### src/rtl/mul_add_seq.sv
// mul_add_seq: sequential shift-and-add multiply-accumulate, result_o = factor_a_i * factor_b_i + addend_i
// Ports:
//    clk_i       clock, all state changes on posedge
//    reset_i     synchronous active-high reset, aborts any operation
//    factor_a_i  multiplicand (WIDTH_A), sampled on the accepting edge
//    factor_b_i  multiplier (WIDTH_B), sampled on the accepting edge
//    addend_i    accumulate term (WIDTH_B), sampled on the accepting edge
//    start_i     request, honoured only in IDLE
//    busy_o      high while shifting/accumulating
//    finish_o    single-cycle completion pulse
//    result_o    accumulator, valid from finish_o until the next accepted start
module mul_add_seq #(
   parameter int WIDTH_A = 9,
   parameter int WIDTH_B = 8
) (
   input  logic                       clk_i,
   input  logic                       reset_i,
   input  logic [WIDTH_A-1:0]         factor_a_i,
   input  logic [WIDTH_B-1:0]         factor_b_i,
   input  logic [WIDTH_B-1:0]         addend_i,
   input  logic                       start_i,
   output logic                       busy_o,
   output logic                       finish_o,
   output logic [WIDTH_A+WIDTH_B-1:0] result_o
);
   localparam int W = WIDTH_A + WIDTH_B;
   typedef enum logic [1:0] {IDLE = 2'd0, BUSY = 2'd1, FINISH = 2'd2} state_t;
   state_t state, state_nxt;
   logic [W-1:0] acc, a_sh;
   logic [WIDTH_B-1:0] b_sh;
   logic accept;
   assign accept = (state == IDLE) && start_i;
   always_comb begin
      state_nxt = IDLE;
      if (state == IDLE)
         state_nxt = start_i ? ((factor_b_i == '0) ? FINISH : BUSY) : IDLE;
      else if (state == BUSY)
         // finish once the multiplier bits still to be consumed are all zero
         state_nxt = (b_sh[WIDTH_B-1:1] == '0) ? FINISH : BUSY;
   end
   always_ff @(posedge clk_i) begin
      if (reset_i) begin
         state <= IDLE;
         acc   <= '0;
         a_sh  <= '0;
         b_sh  <= '0;
      end else begin
         state <= state_nxt;
         if (accept) begin
            acc  <= {{WIDTH_A{1'b0}}, addend_i};
            a_sh <= {{WIDTH_B{1'b0}}, factor_a_i};
            b_sh <= factor_b_i;
         end else if (state == BUSY) begin
            acc  <= acc + (b_sh[0] ? a_sh : '0);
            a_sh <= a_sh << 1;
            b_sh <= b_sh >> 1;
         end
      end
   end
   assign busy_o   = (state == BUSY);
   assign finish_o = (state == FINISH);
   assign result_o = acc;
endmodule

### config.mk
export PLATFORM = sky130hd
export DESIGN_NAME = mul_add_seq
export DESIGN_NICKNAME = d
export VERILOG_FILES = /design/src/rtl/mul_add_seq.sv
export SDC_FILE = /design/constraint.sdc
export NUM_CORES = 1
export LEC_CHECK = 0
export BUFFER_PORTS_ARGS = -buffer_cell sky130_fd_sc_hd__buf_2
export CORE_UTILIZATION = 58
export DETAILED_ROUTE_END_ITERATION = 10
export MAX_ROUTING_LAYER = met4
export PLACE_DENSITY_LB_ADDON = 0.15
export SYNTH_ARGS = -nofsm -noshare
export SYNTH_HDL_FRONTEND = slang
export SYNTH_SLANG_ARGS = --single-unit
### constraint.sdc
create_clock -name clk_i -period 3.58 [get_ports clk_i]
set_clock_uncertainty 0.05 [all_clocks]
set_input_delay 0 -clock clk_i [delete_from_list [all_inputs] [get_ports clk_i]]
set_output_delay 0 -clock clk_i [all_outputs]
set_load 0.02 [all_outputs]
Word-level counts from Yosys, hierarchy flattened
Index checks and enable logic that the tools add are counted.
Word-level totals
  register bits: 44
  logic and storage cells: 27
  bits of input ports: 28
  ROM bits: 0
  bits in latches: 0
  output and inout port bits: 19
  memories: 0
  RAM bits: 0
Cells by class
  magnitude comparators: 0
  bitwise logic cells: 0
  shift-type cells: 0
  add/subtract/negate cells: 1
  equality and inequality tests: 2
  divide/modulo/power cells: 0
  multiply operators: 0
  reduce and logical (&&, ||, !) cells: 6
  muxes and demuxes: 12
Operator list (number)
  $mux 8: 4
  $mux 9: 2
  $add 17x17->17: 1
  $mux 17: 1
  $mux 2: 5
  $logic_not 8->1: 1
  $logic_not 7->1: 1
  $eq 2x1->1 const B: 1
  $eq 2x2->1 const B: 1
  $logic_not 2->1: 1
  $reduce_bool 2->1: 1
  $reduce_or 2->1: 1
  $logic_and 1x1->1: 1

Logic depth before layout (Yosys ltp)
Gate-level depths: netlist of run 1.
  word-level depth: 4
  depth in mapped cells: 10
  gate-level depth less buffers: 9

Worst setup path before layout of run 1
No wires, ideal clock.
  path kind: reg2reg
  start: reg b_sh[0]
  end: reg acc[12] (netlist: result_o[12])
  setup slack: 1.119 ns
  required time: 3.410 ns
  arrival: 2.290 ns
  cell stages (with the launch flop): 11
  clock period less this slack: 2.461 ns
  cells stage by stage: dfxtp_1 clkbuf_1 and2_1 ha_1 fa_1 a211oi_2 o211ai_1 a21boi_2 a21oi_2 xor2_1 o21ai_1
On the way
  cells in the longest elaborated chain, start to end: 2
Ends and longest elaborated chain
  start: declaration: RTL line 30  | logic [WIDTH_B-1:0] b_sh;
  start signal: assignment: RTL line 52  | b_sh <= factor_b_i;
  start signal: assignment: RTL line 56  | b_sh <= b_sh >> 1;
  $mux 17: RTL line 54  | acc <= acc + (b_sh[0] ? a_sh : '0);
  $add 17x17->17: RTL line 54
  end signal: assignment: RTL line 50  | acc <= {{WIDTH_A{1'b0}}, addend_i};
  end signal: assignment: RTL line 54
  end: declaration: RTL line 29  | logic [W-1:0] acc, a_sh;
Every way passes these cells.
A chain may end at the register's enable or synchronous reset.

Worst setup path in the final report of run 1
Ends and elaborated chain as after synthesis.

==> results of run 1 <==
[registers in the layout, summed over array words and instances (netlist names)]
name      flops
result_o     17
state         2
a_sh         17
b_sh          8
[how the worst max path moves through the flow]
stage,cells after the start,to,startpoint,slack (ns)
after CTS,9,result_o[12],b_sh[0],0.95
after floorplan,10,result_o[12],b_sh[0],1.12
after global routing,9,result_o[12],b_sh[0],0.77
after global placement,9,result_o[12],b_sh[0],1.04
after detailed placement,9,result_o[12],b_sh[0],0.97
final,9,result_o[12],b_sh[0],0.92
[synth_stat cells (3+ instances only)]
| library cell | count | share of area, % |
|---|---|---|
| a21o_1 | 4 | 1.1 |
| a211oi_1 | 19 | 5.2 |
| inv_1 | 4 | 0.54 |
| nor4_1 | 3 | 0.68 |
| buf_2 | 5 | 0.90 |
| dfxtp_1 | 44 | 32 |
| xor2_1 | 5 | 1.6 |
| nand4_1 | 3 | 0.68 |
| mux2i_1 | 17 | 6.2 |
| o21ai_0 | 10 | 1.8 |
| clkbuf_1 | 10 | 1.4 |
| ha_1 | 16 | 7.2 |
| a211oi_2 | 3 | 1.4 |
| and2_1 | 17 | 3.8 |
| nand2_1 | 42 | 5.7 |
| nand2b_1 | 3 | 0.68 |
| a21oi_1 | 32 | 5.8 |
| a31oi_1 | 3 | 0.68 |
| nor3_1 | 4 | 0.72 |
| xnor2_1 | 7 | 2.2 |
| nor2_1 | 37 | 5.0 |
| o21a_1 | 3 | 0.81 |
| o21ai_1 | 9 | 1.6 |
[repair_timing]
action	CTS	global route
endpoints found under the hold margin	12	0
resized for setup	0	0
hold buffers	12	0
[cells in the final DEF (no fill, tap or decap), types with 6 or more instances in the layout]
master          n
and2_1         17
mux2i_1        17
nand2_1        42
buf_2          46
ha_1           16
nor2_1         36
a21oi_1        32
o21ai_1         9
a211oi_1       19
dlygate4sd3_1  12
xnor2_1         7
o21ai_0        10
clkbuf_8        6
dfxtp_1        44
[routing by layer]
metal | part of all wire [%] | vias to the layer above
li1 | - | 1311
met1 | 48 | 1201
met2 | 46 | 92
met3 | 4.9 | 8
met4 | 1.1 | 0
met5 | 0 | -
[final cells by class]
class                   instances  area share, %
flip-flops and latches         44           27.3
repair buffers                 60           11.3
multi-input cells             270           55.1
clock inverters                 2           1.20
inverters                       5          0.581
well taps                      52           2.01
clock buffers                   6           2.56
[critical path: stages (launching register included)]
cell and delay (ns):
dfxtp_1 0.45, and2_1 0.20, ha_1 0.22, fa_1 0.45, a211oi_2 0.39, o211ai_1 0.19
a21boi_2 0.20, a21oi_2 0.14, xor2_1 0.18, o21ai_1 0.08
[logic make-up after synthesis]
family / after synthesis / synth area share (%)
XOR/XNOR: 12 / 3.80
AO/OA/AOI/OAI: 101 / 25.2
buffers and inverters: 23 / 4.03
multiplexers: 17 / 6.15
AND/OR/NAND/NOR: 123 / 21.0
adder cells (fa/ha/maj): 17 / 7.96
flip-flops: 44 / 31.9
[power groups by stage]
stage | registers, mW | clock network (mW) | logic [mW]
2_1_floorplan | 0.576 | 0 | 0.192
3_3_place_gp | 0.574 | 0 | 0.257
3_5_place_dp | 0.575 | 0 | 0.261
4_1_cts | 0.564 | 0.418 | 0.273
5_1_grt | 0.571 | 0.439 | 0.305
6_report | 0.565 | 0.416 | 0.275
==> results.sh, run 1 <==
export IMPL_status="complete, but fails checks"
export IMPL_violations="DRC"
export IMPL_r2r_cells=9
export IMPL_internal_power_mw=0.866
export IMPL_crit_fanout=18
export IMPL_gr_total_overflow=0
export IMPL_hold_viol=0
export IMPL_fin_ws_ns=0.919
export IMPL_rr_endpoint="result_o[12]"
export IMPL_clock_path_buffers=2
export IMPL_netSwitchingPower_mw=0.390
export IMPL_endpoint_kind="flip-flop"
export IMPL_dp_slack_ns=0.966
export IMPL_setup_tns_ns=0
export IMPL_core_area_mm2=0.00447
export IMPL_h_tree_depth=2
export IMPL_power_density_mw_per_mm2=389
export IMPL_antenna_found_initial=0
export IMPL_diodes=0
export IMPL_seqCellArea_um2=881
export IMPL_cts_buffers=5
export IMPL_multi_input_area_mm2=0.00178
export IMPL_grt_pass1_wl_um=11300
export IMPL_wire_per_inst_um=15.3
export IMPL_io_pins=47
export IMPL_final_util_pct=72.2
export IMPL_viasPerCell=5.95
export IMPL_port_buffers=46
export IMPL_holdPathStages=3
export IMPL_setup_viol=0
export IMPL_synth_fp_nets=382
export IMPL_ys_seq_area_share_pct=31.9
export IMPL_worstSkewPairLatency_ns=0.31
export IMPL_swShare_pct=31.0
export IMPL_max_slew_margin_pct=56.4
export IMPL_min_from="factor_b_i[4]"
export IMPL_clk_pin_slew_ns=0.10
export IMPL_die_area_mm2=0.00505
export IMPL_grtUsageMet2_pct=45.1
export IMPL_drc=5
export IMPL_r2r_slack_ns=0.92
export IMPL_holdWs_ns=0.00460
export IMPL_routabilityCongestion=0.884
export IMPL_synth_seq_cells=44
export IMPL_fin_area_mm2=0.00323
export IMPL_final_cells=439
export IMPL_synthDistinctLibCells=51
export IMPL_dr_first_iter_drc_count=295
export IMPL_dominantRegCellSynth="dfxtp_1"
export IMPL_max_freq_ghz=0.376
export IMPL_routed_wl_um=6700
export IMPL_whs_endpoint="b_sh[4]"
export IMPL_rows=24
export IMPL_avgSynthCellArea_um2=8.21
export IMPL_max_slew_worst_pin_slew_ns=0.653
export IMPL_grt_use_met1_pct=39.4
export IMPL_critPathArrivalTime_ns=2.81
export IMPL_worst_setup_path_start_kind="flip-flop"
export IMPL_netlist_area_mm2=0.00277
export IMPL_area_delta_synth_final_pct=16.9
export IMPL_place_hpwl_um=4710
export IMPL_p_seq_share_pct=44.9
export IMPL_grt_pass1_vias=2375
export IMPL_grt_usage_pct=29.0
export IMPL_die_y_um=71.0
export IMPL_required_ns=3.72
export IMPL_dp_cells=419
export IMPL_post_cts_buffers=0
export IMPL_drive_gt1_share_pct=18.9
export IMPL_vias=2612
export IMPL_ys_async_sr_fraction_pct=0
export IMPL_finalNetCount=431
export IMPL_die_x_um=71.0
export IMPL_synth_edf_count=0
export IMPL_fin_crit_sh_pct=74.3
export IMPL_slew_violations=0
export IMPL_pwr_share_comb_pct=21.9
export IMPL_synthCells=337
export IMPL_place_area_mm2=0.00299
export IMPL_cts_tree="built"
export IMPL_maxCapViolCount=0
export IMPL_hold_class="in2reg"
export IMPL_use_met3_pct=4.70
export IMPL_drtPass1Iterations=8
export IMPL_leakagePower_nw=1.35
export IMPL_ant_nets=0
export IMPL_rsz0062_at_grt="no"
export IMPL_cts_sinks=44
export IMPL_grt_busiest_layer="met2"
export IMPL_pwr_share_clk_pct=33.1
export IMPL_peakVddDrop_mv=0.324
export IMPL_start_util_pct=61.8
export IMPL_fill_cells=378
export IMPL_synth_warning_count=0
export IMPL_power_total_mw=1.26
export IMPL_r2r_start="b_sh[0]"
export IMPL_grt_max_degree=31
export IMPL_clock_root_buffer="clkbuf_8"
export IMPL_worstSetupPathType="reg2reg"
export IMPL_finalCriticalPeriod_ns=2.66
Power figures use the tool's default switching activity.
==> inputs of run 2 (changes only) <==
--- a/config.mk
+++ b/config.mk
@@ -6,7 +6,7 @@
 export NUM_CORES = 1
 export LEC_CHECK = 0
 export BUFFER_PORTS_ARGS = -buffer_cell sky130_fd_sc_hd__buf_2
-export CORE_UTILIZATION = 58
+export CORE_UTILIZATION = 56
 export DETAILED_ROUTE_END_ITERATION = 10
 export MAX_ROUTING_LAYER = met4
 export PLACE_DENSITY_LB_ADDON = 0.15
==> constraint.sdc (replaced) <==
create_clock -name clk_i -period 2.5 [get_ports clk_i]
set_clock_uncertainty 0.05 [all_clocks]
set_input_delay 0 -clock clk_i [delete_from_list [all_inputs] [get_ports clk_i]]
set_output_delay 0 -clock clk_i [all_outputs]
set_load 0.02 [all_outputs]
==> results.sh, run 2 (synthesis results as in run 1) <==
export IMPL_h_tree_depth=2
export IMPL_slew_violations=0
export IMPL_clk_pin_slew_ns=0.09
export IMPL_place_hpwl_um=4690
export IMPL_crit_fanout=3
export IMPL_maxCapViolCount=0
export IMPL_max_slew_worst_pin_slew_ns=0.565
export IMPL_grt_usage_pct=26.8
export IMPL_clock_path_buffers=2
export IMPL_min_from="factor_b_i[2]"
export IMPL_drtPass1Iterations=4
export IMPL_cts_sinks=44
export IMPL_viasPerCell=5.46
export IMPL_crit_chain="and2_1 > ha_1 > fa_1 > a211oi_2 > o211ai_1 > a21boi_2 > a21oi_2 > xor2_1 > o21ai_1"
export IMPL_peakVddDrop_mv=0.446
export IMPL_finalNetCount=434
export IMPL_io_pins=47
export IMPL_critPathArrivalTime_ns=2.47
export IMPL_start_util_pct=58.5
export IMPL_setup_viol=0
export IMPL_dp_slack_ns=0.174
export IMPL_grt_pass1_vias=2261
export IMPL_routabilityCongestion=1.00
export IMPL_worst_path_buf_inv=0
export IMPL_grt_pass1_wl_um=10600
export IMPL_setup_tns_ns=0
export IMPL_core_area_mm2=0.00472
export IMPL_fin_crit_sh_pct=93.0
export IMPL_status="finished, final reports clean"
export IMPL_power_density_mw_per_mm2=541
export IMPL_crit_slowest_cell="fa_1"
export IMPL_cts_tree="built"
export IMPL_area_delta_synth_final_pct=17.8
export IMPL_endpoint_kind="flip-flop"
export IMPL_port_buffers=46
export IMPL_most_common_layout_cells="buf_2, dfxtp_1, nand2_1"
export IMPL_worstSetupPathType="reg2reg"
export IMPL_final_cells=457
export IMPL_wire_per_inst_um=14.0
export IMPL_hold_viol=0
export IMPL_drive_gt1_share_pct=20.0
export IMPL_cts_buffers=5
export IMPL_vias=2494
export IMPL_r2r_start="a_sh[0]"
export IMPL_grt_max_degree=36
export IMPL_worst_setup_path_start_kind="flip-flop"
export IMPL_die_y_um=72.3
export IMPL_ant_nets=0
export IMPL_routed_wl_um=6410
export IMPL_clock_root_buffer="clkbuf_8"
export IMPL_power_total_mw=1.76
export IMPL_fin_ws_ns=0.174
export IMPL_dr_first_iter_drc_count=168
export IMPL_critical_path_top_delay_family="compound AO/OA/AOI/OAI gates"
export IMPL_die_area_mm2=0.00522
export IMPL_max_freq_ghz=0.430
export IMPL_rows=25
export IMPL_hold_class="in2reg"
export IMPL_max_slew_margin_pct=62.3
export IMPL_leakagePower_nw=1.36
export IMPL_diodes=0
export IMPL_r2r_cells=9
export IMPL_rr_endpoint="result_o[12]"
export IMPL_whs_endpoint="b_sh[2]"
export IMPL_antenna_found_initial=0
export IMPL_dp_cells=439
export IMPL_r2r_slack_ns=0.17
export IMPL_holdPathStages=3
export IMPL_layout_commonest_cell="buf_2"
export IMPL_drc=0
export IMPL_rsz0062_at_grt="no"
export IMPL_die_x_um=72.3
export IMPL_finalCriticalPeriod_ns=2.33
export IMPL_worstSkewPairLatency_ns=0.30
export IMPL_slowest_delay_ns=0.45
export IMPL_gr_total_overflow=0
export IMPL_required_ns=2.65
-- run 2: cell count changes in the layout (fill, tap and decap cells not counted) --
cell,previous run,this run
dlygate4sd3_1,12,10
clkbuf_8,6,5
clkinvlp_4,0,1
clkinv_2,0,1
clkinv_4,1,0
buf_4,2,7
-- run 2: worst max path at each step --
stage,from,end,slack [ns],cells past startpoint
2_1_floorplan,b_sh[0],result_o[12],0.04,10
3_3_place_gp,a_sh[0],result_o[12],0.24,9
3_5_place_dp,a_sh[0],result_o[12],0.17,9
4_1_cts,a_sh[0],result_o[12],0.15,9
5_1_grt,a_sh[0],result_o[12],0.03,9
6_report,a_sh[0],result_o[12],0.17,9
-- run 2: stage by stage --
step | hold WS [ns] | area, µm² | utilization (%)
4_1_cts | 0.0000716 | 3260 | 69.0
3_3_place_gp | 0.197 | 3050 | 64.5
5_1_grt | 0.00557 | 3260 | 69.0
3_5_place_dp | 0.222 | 3050 | 64.5
6_report | 0.000824 | 3260 | 69.0
2_1_floorplan | 0.0983 | 2770 | -
-- run 2: what timing repair did --
| item | in CTS | in global routing |
|---|---|---|
| setup endpoints to repair | 0 | 1 |
| hold buffers | 10 | 0 |
| hold endpoints to repair | 10 | 0 |
| buffers inserted | 0 | 0 |
| gates resized for setup | 0 | 0 |
-- run 2: cell type report --
class,count,area [µm²]
multi-input cells,270,1780
fillers,414,1470
flip-flops and latches,44,881
repair buffers,63,383
well taps,67,83.8
clock buffers,5,68.8
clock inverters,3,42.5
inverters,5,18.8
-- run 2: per-layer routing --
| metal | routed length [µm] | track usage (%) | up-vias |
|---|---|---|---|
| li1 | - | - | 1313 |
| met1 | 3270 | 37.3 | 1120 |
| met2 | 2850 | 40.4 | 52 |
| met3 | 211 | 3.75 | 9 |
| met4 | 87 | 7.84 | 0 |
| met5 | 0 | - | - |
-- run 2: where the power goes --
group,leakage [nW],switching [mW],internal (mW)
Clock,0.0541,0.260,0.296
Sequential,0.360,0.0472,0.754
Combinational,0.948,0.239,0.167
Total,1.36,0.546,1.22
-- run 2: worst min-delay path, stage by stage --
cell      delay (ns)
buf_2           0.10
mux2i_1         0.13
a211oi_1        0.08
